## src/rtl/sdram_port_arbiter_pkg.sv

```systemverilog
// Shared types and constants for the two-port SDRAM arbiter.
// Owner encoding, requester IDs and default SDRAM geometry.
package sdram_port_arbiter_pkg;

    typedef enum logic [1:0] {
        IDLE = 2'd0,
        OWN0 = 2'd1,
        OWN1 = 2'd2
    } owner_t;

    localparam logic ID_VIDEO = 1'b0;
    localparam logic ID_CPU   = 1'b1;

    localparam int SDRAM_ADDR_W = 24;
    localparam int SDRAM_DATA_W = 16;

endpackage

```

## src/rtl/sdram_port_arbiter_rd_id_fifo.sv

```systemverilog
// Read-ID FIFO: remembers which requester issued each outstanding read.
// One bit per entry, pointers wrap naturally on a power-of-two depth.
module rd_id_fifo #(
    parameter int DEPTH = 8
) (
    input  logic                     clk,
    input  logic                     rst_n,
    input  logic                     push,
    input  logic                     push_id,
    input  logic                     pop,
    output logic                     head,
    output logic [$clog2(DEPTH):0]   count,
    output logic                     empty,
    output logic                     full
);

    localparam int PW = $clog2(DEPTH);
    localparam int CW = PW + 1;

    logic [DEPTH-1:0] mem;
    logic [PW-1:0]    wr_ptr;
    logic [PW-1:0]    rd_ptr;
    logic             do_push;
    logic             do_pop;

    assign empty   = (count == '0);
    assign full    = (count == CW'(DEPTH));
    assign do_push = push & ~full;
    assign do_pop  = pop & ~empty;
    assign head    = mem[rd_ptr];

    always_ff @(posedge clk or negedge rst_n) begin
        if (!rst_n) begin
            mem    <= '0;
            wr_ptr <= '0;
            rd_ptr <= '0;
            count  <= '0;
        end else begin
            if (do_push) begin
                mem[wr_ptr] <= push_id;
                wr_ptr      <= wr_ptr + PW'(1);
            end
            if (do_pop) begin
                rd_ptr <= rd_ptr + PW'(1);
            end
            if (do_push && !do_pop) begin
                count <= count + CW'(1);
            end else if (!do_push && do_pop) begin
                count <= count - CW'(1);
            end
        end
    end

endmodule

```

## src/rtl/sdram_port_arbiter.sv

```systemverilog
// Two-requester Avalon-MM arbiter in front of the SDRAM controller port.
// Video fetch (m0) is preferred, bounded by a streak limit when the CPU waits.
module sdram_port_arbiter
    import sdram_port_arbiter_pkg::*;
#(
    parameter int ADDR_W          = SDRAM_ADDR_W,
    parameter int DATA_W          = SDRAM_DATA_W,
    parameter int MAX_OUTSTANDING = 8,
    parameter int M0_STREAK_MAX   = 4
) (
    input  logic              clk_clk,
    input  logic              reset_reset_n,
    input  logic [ADDR_W-1:0] m0_address,
    input  logic              m0_read,
    output logic              m0_waitrequest,
    output logic              m0_readdatavalid,
    input  logic [ADDR_W-1:0] m1_address,
    input  logic              m1_read,
    input  logic              m1_write,
    input  logic [DATA_W-1:0] m1_writedata,
    input  logic [1:0]        m1_byteenable,
    output logic              m1_waitrequest,
    output logic              m1_readdatavalid,
    output logic [DATA_W-1:0] rd_data,
    output logic [ADDR_W-1:0] s_address,
    output logic              s_read,
    output logic              s_write,
    output logic [DATA_W-1:0] s_writedata,
    output logic [1:0]        s_byteenable,
    input  logic              s_waitrequest,
    input  logic [DATA_W-1:0] s_readdata,
    input  logic              s_readdatavalid,
    output logic              err_orphan
);

    localparam int CW = $clog2(MAX_OUTSTANDING) + 1;
    localparam int SW = $clog2(M0_STREAK_MAX + 1);

    owner_t          state;
    logic [SW-1:0]   streak;
    logic [SW-1:0]   streak_inc;
    logic            m1_req;
    logic            owner_req;
    logic            fwd_read;
    logic            block_read;
    logic            accept;
    logic            push;
    logic            push_id;
    logic            fifo_head;
    logic [CW-1:0]   fifo_count;
    logic            fifo_empty;
    logic            fifo_full;

    assign m1_req     = m1_read | m1_write;
    assign streak_inc = (streak == SW'(M0_STREAK_MAX)) ? streak : streak + SW'(1);

    always_comb begin
        fwd_read       = 1'b0;
        owner_req      = 1'b0;
        s_write        = 1'b0;
        s_address      = '0;
        s_writedata    = '0;
        s_byteenable   = 2'b00;
        m0_waitrequest = 1'b1;
        m1_waitrequest = 1'b1;
        unique case (state)
            OWN0: begin
                fwd_read     = m0_read;
                owner_req    = m0_read;
                s_address    = m0_address;
                s_byteenable = 2'b11;
            end
            OWN1: begin
                fwd_read     = m1_read;
                owner_req    = m1_req;
                s_write      = m1_write;
                s_address    = m1_address;
                s_writedata  = m1_writedata;
                s_byteenable = m1_byteenable;
            end
            default: ;
        endcase
        // A read with every ID slot taken must wait; writes carry no ID.
        block_read = fwd_read & (fifo_count == CW'(MAX_OUTSTANDING));
        s_read     = fwd_read & ~block_read;
        accept     = owner_req & ~s_waitrequest & ~block_read;
        if (state == OWN0) m0_waitrequest = s_waitrequest | block_read;
        if (state == OWN1) m1_waitrequest = s_waitrequest | block_read;
    end

    assign push    = accept & fwd_read & ~fifo_full;
    assign push_id = (state == OWN1) ? ID_CPU : ID_VIDEO;

    assign rd_data          = s_readdata;
    assign m0_readdatavalid = s_readdatavalid & ~fifo_empty & (fifo_head == ID_VIDEO);
    assign m1_readdatavalid = s_readdatavalid & ~fifo_empty & (fifo_head == ID_CPU);

    always_ff @(posedge clk_clk or negedge reset_reset_n) begin
        if (!reset_reset_n) begin
            state      <= IDLE;
            streak     <= '0;
            err_orphan <= 1'b0;
        end else begin
            if (s_readdatavalid && fifo_empty) err_orphan <= 1'b1;
            unique case (state)
                IDLE: begin
                    streak <= '0;
                    if (m0_read)     state <= OWN0;
                    else if (m1_req) state <= OWN1;
                end
                OWN0: begin
                    if (!m0_read) begin
                        state  <= m1_req ? OWN1 : IDLE;
                        streak <= '0;
                    end else if (accept) begin
                        if (m1_req && streak_inc >= SW'(M0_STREAK_MAX)) begin
                            state  <= OWN1;
                            streak <= '0;
                        end else begin
                            streak <= streak_inc;
                        end
                    end
                end
                OWN1: begin
                    if (!m1_req) begin
                        state  <= m0_read ? OWN0 : IDLE;
                        streak <= '0;
                    end else if (accept && m0_read) begin
                        state  <= OWN0;
                        streak <= '0;
                    end
                end
                default: state <= IDLE;
            endcase
        end
    end

    rd_id_fifo #(
        .DEPTH (MAX_OUTSTANDING)
    ) u_rd_id_fifo (
        .clk     (clk_clk),
        .rst_n   (reset_reset_n),
        .push    (push),
        .push_id (push_id),
        .pop     (s_readdatavalid),
        .head    (fifo_head),
        .count   (fifo_count),
        .empty   (fifo_empty),
        .full    (fifo_full)
    );

endmodule

```

## config.mk

```make
export PLATFORM = sky130hd
export DESIGN_NAME = sdram_port_arbiter
export DESIGN_NICKNAME = d
export VERILOG_FILES = /design/src/rtl/sdram_port_arbiter_pkg.sv /design/src/rtl/sdram_port_arbiter_rd_id_fifo.sv /design/src/rtl/sdram_port_arbiter.sv
export SDC_FILE = /design/constraint.sdc
export NUM_CORES = 1
export LEC_CHECK = 0
export CAP_MARGIN = 10
export CORE_MARGIN = 2
export CORE_UTILIZATION = 39
export CTS_CLUSTER_SIZE = 30
export DETAILED_ROUTE_END_ITERATION = 8
export GPL_TIMING_DRIVEN = 0
export HOLD_SLACK_MARGIN = 0.05
export PLACE_DENSITY = 0.88
export SKIP_CTS_REPAIR_TIMING = 1
export SLEW_MARGIN = 25
export SYNTH_ARGS = -nofsm -noshare
export SYNTH_HDL_FRONTEND = slang
export SYNTH_SLANG_ARGS = --single-unit
```

## constraint.sdc

```tcl
create_clock -name clk_clk -period 6.8 [get_ports clk_clk]
set_input_delay 1.36 -clock clk_clk [delete_from_list [all_inputs] [get_ports clk_clk]]
set_output_delay 1.36 -clock clk_clk [all_outputs]
set_load 0.03 [all_outputs]
```

Yosys cells after proc, flatten, opt, wreduce, memory -nomap -nowiden. Cells that the tools add are included.

Flip-flop bits (word level): 24. Bits of input ports: 89. Output and inout bits: 65.

Add/sub/neg operators: 5. Order comparisons: 4. Equal/unequal tests: 8. Muxes and demuxes: 33. Bitwise logic cells: 17. Reduce and logical (&&, ||, !) cells: 14.

Operators with widths (count): one-hot mux 24 bit (2 select lines) (1); 2-to-1 mux 3 bit (6); 2-to-1 mux 16 bit (1); 2-to-1 mux 2 bit (8); bitwise AND 1 bit (10); adder 3 x 1 -> 3 bit, second input constant (3); one-hot mux 3 bit (3 select lines) (1); bitwise mux 8 bit (1); less-than comparator 3 x 4 -> 1 bit, second input constant (2); 2-to-1 mux 4 bit (2); 2-to-1 mux 1 bit (7); logical AND 1 bit (6); != test 3 x 2 -> 1 bit, second input constant (2); != test 3 bit, second input constant (2); one-hot mux 2 bit (3 select lines) (1); inverter 1 bit (5); adder 4 x 1 -> 4 bit, second input constant (1); == test 4 bit, second input constant (1); logical NOT 4 bit (1); one-hot mux 1 bit (2 select lines) (2); one-hot mux 2 bit (2 select lines) (1); AND reduction 4 bit (1); subtractor 4 x 1 -> 4 bit, second input constant (1); binary-select mux 1 bit (select 3 bit) (1); 12 further kinds (14).

Logic depth before layout (Yosys ltp).
Word-level depth: 12. Gate-level depth with buffers: 14. Gate-level depth less buffers: 13.

Cells and area by module. From an unflattened synthesis, not the netlist that was laid out.

Cell total of the unflattened synthesis: 235. Area, all modules: 2247.2 µm².

By module, submodules not included: sdram_port_arbiter (times used 1, cells an instance 153, area an instance 1182.4 µm², sequential area each 150.1 µm²); rd_id_fifo (times used 1, cells an instance 82, area an instance 1064.8 µm², sequential area each 450.4 µm²).

Worst setup path before layout. Ideal clock, no wire load.

Path type: input to register. From: in m1_read. To: reg u_rd_id_fifo.count[3]. Library setup time: 0.136 ns. Arrival time: 3.415 ns. Required time: 6.664 ns. Slack: 3.249 ns. Stages on the path: 12. Cells stage by stage: or2_1 buf_2 a21o_1 buf_2 nand3_2 inv_1 ha_1 inv_1 ha_1 a21o_1 a2111oi_0 o31ai_1.

Cells in the longest elaborated chain, start to end: 10. Elaborated cells on any way between the ends: 15. Classes of those cells: mux: 3; bitwise: 8; reduce/logical: 4.

Ends and longest elaborated chain: from (decl) (RTL line sdram_port_arbiter.sv:18) `input logic m1_read,`; OR 1 bit / one-hot mux 1 bit (2 select lines) (equally long branches) (RTL line sdram_port_arbiter.sv:54, sdram_port_arbiter.sv:66); one-hot mux 1 bit (2 select lines) / bitwise AND 1 bit (equally long branches) (RTL line sdram_port_arbiter.sv:66, sdram_port_arbiter.sv:84); bitwise AND 1 bit / inverter 1 bit (equally long branches) (RTL line sdram_port_arbiter.sv:86) `accept = owner_req & ~s_waitrequest & ~block_read;`; bitwise AND 1 bit (RTL line sdram_port_arbiter.sv:86); bitwise AND 1 bit (*) (2 in series) (RTL line sdram_port_arbiter.sv:91) `assign push = accept & fwd_read & ~fifo_full;`; bitwise AND 1 bit (*) (RTL line sdram_port_arbiter_rd_id_fifo.sv:28) `assign do_push = push & ~full;`; net u_rd_id_fifo.do_push (RTL line sdram_port_arbiter_rd_id_fifo.sv:23) `logic do_push;`; logical NOT 1 bit (RTL line sdram_port_arbiter_rd_id_fifo.sv:48) `end else if (!do_push && do_pop) begin`; logical AND 1 bit (RTL line sdram_port_arbiter_rd_id_fifo.sv:48); nonzero test 2 bit (no line); to (signal assigned) (RTL line sdram_port_arbiter_rd_id_fifo.sv:47) `count <= count + CW'(1);`; to (signal assigned) (RTL line sdram_port_arbiter_rd_id_fifo.sv:49) `count <= count - CW'(1);`; to (decl) (RTL line sdram_port_arbiter_rd_id_fifo.sv:12) `output logic [$clog2(DEPTH):0] count,`.

Mark *: on every way through the listed nets, which the timed path passes. The rest lies on a longest branch. A chain may end at the register's enable or synchronous reset.

Final worst setup path.
From: in m0_read. To: out s_read.

Cells in the longest elaborated chain, start to end: 4.

Ends and longest elaborated chain: from (decl) (RTL line sdram_port_arbiter.sv:14) `input logic m0_read,`; one-hot mux 1 bit (2 select lines) (*) (RTL line sdram_port_arbiter.sv:66) `unique case (state)`; bitwise AND 1 bit (RTL line sdram_port_arbiter.sv:84) `block_read = fwd_read & (fifo_count == CW'(MAX_OUTSTANDING));`; inverter 1 bit (RTL line sdram_port_arbiter.sv:85) `s_read = fwd_read & ~block_read;`; bitwise AND 1 bit (*) (RTL line sdram_port_arbiter.sv:85); to (decl) (RTL line sdram_port_arbiter.sv:26) `output logic s_read,`.

Every way passes the cells marked *; elsewhere a longest branch is shown, timed or not.

==> impl_metrics.py <==
metrics = {
    "critical_path": {
        "cp-startpoint": "m0_read",
        "rr_endpoint": "u_rd_id_fifo.count[3]",
        "path_max_fanout": 10,
        "worstPathArrival_ns": 3.23,
        "worstSetupEndpoint": "s_read",
        "crit_path_start_kind": "primary input",
        "required_ns": 5.44,
        "path_class": "primary input to output port",
        "r2r-start": "state[1]",
        "r2r_setup_slack_ns": 3.62,
        "ff2ff_path_depth": 13,
        "endpoint_kind": "output port",
    },
    "timing": {
        "setup_viol": 0,
        "slew_viol_final": 0,
        "clock.fmax_mhz": 218,
        "skew_ns": 0.00293,
        "fin_setup_tns_ns": 0,
        "fin_crit_sh": 0.676,
        "min_period_ns": 4.59,
        "worstMarginPinSlew_ns": 0.522,
        "rsz0062_at_grt": "no",
        "finalHoldViolations": 0,
        "relSlewSlack": 0.652,
    },
    "pwr": {
        "power_frac_clock": 0.073,
        "combPwrFrac": 0.745,
        "peakVddDrop_mv": 0.219,
        "power.density_nw_per_um2": 346,
        "p_switching_uw": 618,
        "p_leak_uw": 0.00149,
        "seq_power_share": 0.181,
        "p_sw_frac": 0.480,
        "intPower_uw": 671,
    },
    "cts": {
        "ctsHtreeMaxLevel": 1,
        "clock-sinks": 24,
        "cts_tree": "yes",
        "cts_buffers": 3,
        "root_buffer": "clkbuf_8",
        "clock_latency_ns": 0.26,
        "clock_path_buffers": 2,
        "path_clk_slew_ns": 0.08,
    },
    "global_route": {
        "grt_max_degree": 25,
        "antenna_found_initial": 0,
        "grt_pass1_vias": 2291,
        "grt_first_pass_wirelength_um": 11200,
        "overflow": 0,
        "grt_usage": 0.224,
    },
    "yosys": {
        "syn_area_um2": 2210,
        "async_flop_share": 1.00,
        "synth_edf_count": 0,
        "synth_warnings": 0,
        "syn_avg_cell_area_um2": 9.17,
        "ys_ff_latch": 24,
        "yosysUniqueCellTypes": 46,
        "ys.flop_type": "dfrtp_1",
        "syn_nets": 343,
        "seq_area_frac_synth": 0.272,
        "syn_inst": 241,
    },
    "job": {
        "drv_cap": 0,
    },
    "finish": {
        "fin_area_um2": 3720,
        "seq_area_um2": 601,
        "fin_nets": 485,
        "multiInputGateArea_um2": 1380,
        "layout_commonest_cell": "clkdlybuf4s50_1",
        "final_cell_mix": "136 x clkdlybuf4s50_1, 28 x nor2b_1, 25 x a22oi_1, 24 x dfrtp_1, 18 x and2_1",
        "nFillCells": 431,
        "synthToLayoutAreaGrowth_pct": 68.4,
        "diodes": 0,
        "drive_above_1_share": 0.113,
    },
    "floorplan": {
        "rows": 27,
        "pin_count": 154,
        "dieArea_um2": 6290,
        "start_util": 0.401,
        "core_um2": 5510,
        "die_w_um": 79.3,
        "die_y_um": 79.3,
    },
    "outcome": {
        "status": "finished clean",
    },
    "detailed_routing": {
        "vias_per_cell": 5.10,
        "vias": 2316,
        "wl_per_cell_um": 16.0,
        "routed_wl_um": 7250,
        "drtIter0Drc": 144,
        "post-route-drc-count": 0,
        "dr.pass1.iters": 4,
        "postRouteAntennaNets": 0,
    },
    "placement": {
        "port_buffers": 137,
        "place_congestion": 0.929,
        "hpwl_um": 5940,
        "place_area_um2": 3670,
    },
    "hold_path": {
        "min_path_type": "register to register",
    },
}
## how the worst min path moves through the flow
stage          depth (start not counted)  slack (ns)                  end                start
2_1_floorplan                          1        0.45  u_rd_id_fifo.mem[3]  u_rd_id_fifo.mem[3]
3_3_place_gp                           1        0.44           err_orphan           err_orphan
3_5_place_dp                           1        0.45           err_orphan           err_orphan
4_1_cts                                1        0.47           err_orphan           err_orphan
5_1_grt                                1        0.49           err_orphan           err_orphan
6_report                               1        0.47           err_orphan           err_orphan
## registers in the layout, summed over array words and instances, names as in the netlist
signal and cells:
u_rd_id_fifo.mem 8, u_rd_id_fifo.count 4, streak 3, u_rd_id_fifo.rd_ptr 3, u_rd_id_fifo.wr_ptr 3, state 2
err_orphan 1
## synthesized netlist by cell type, types with 5 or more instances
library cell  instances  area [um2]
a21oi_1               7        35.0
a22oi_1              25         188
and2_1               18         113
buf_4                16         120
clkbuf_1             12        45.0
dfrtp_1              24         601
ha_1                 12         150
inv_1                 9        33.8
mux2_2                8        90.1
nand2_1               7        26.3
nand4_1               5        31.3
nor2b_1              28         175
nor3_1                5        25.0
xnor2_1               5        43.8
## power groups by stage
stage                     logic [uW]  clock network [uW]  registers, uW
final                            961                94.4            234
after global routing            1030                 103            241
after CTS                        962                97.5            234
after detailed placement         956                   0            236
after global placement           938                   0            233
after floorplan                  624                   0            230
## stage by stage
| stage | hold WS (ns) | power, uW | setup slack, ns | util | std cells |
|---|---|---|---|---|---|
| 2_1_floorplan | 0.453 | 853 | 3.25 | - | 241 |
| 3_3_place_gp | 0.440 | 1170 | 2.23 | 0.667 | 450 |
| 3_5_place_dp | 0.454 | 1190 | 2.23 | 0.666 | 450 |
| 4_1_cts | 0.473 | 1290 | 2.22 | 0.676 | 454 |
| 5_1_grt | 0.491 | 1380 | 2.09 | 0.676 | 454 |
| 6_report | 0.466 | 1290 | 2.21 | 0.676 | 454 |
## critical path, stage by stage
cell	delay, ns
clkdlybuf4s50_1	0.60
a22oi_1	0.16
nor3b_2	0.24
buf_6	0.17
clkdlybuf4s50_1	0.69
## per-layer routing
metal	up-vias	wire length (um)	global-route usage
li1	1119	-	-
met2	108	3630	0.381
met3	10	608	0.0727
met1	1079	2920	0.278
met4	0	96	0.0466
met5	-	0	0
## logic make-up after synthesis
group                    count (synthesis)  share of synthesized area
buffers and inverters                   43                      0.106
multiplexers                            18                      0.104
flip-flops                              24                      0.272
AO/OA/AOI/OAI                           50                      0.160
XOR/XNOR                                 6                     0.0238
AND/OR/NAND/NOR                         87                      0.258
adder cells (fa/ha/maj)                 13                     0.0770
## layout make-up
cell class | count | area share
multi-input combinational | 174 | 0.370
timing repair buffer | 137 | 0.367
sequential | 24 | 0.161
buffer | 34 | 0.0538
tap | 72 | 0.0242
clock buffer | 4 | 0.0148
inverter | 9 | 0.00908
No activity file was read; power rests on OpenSTA's default activity.
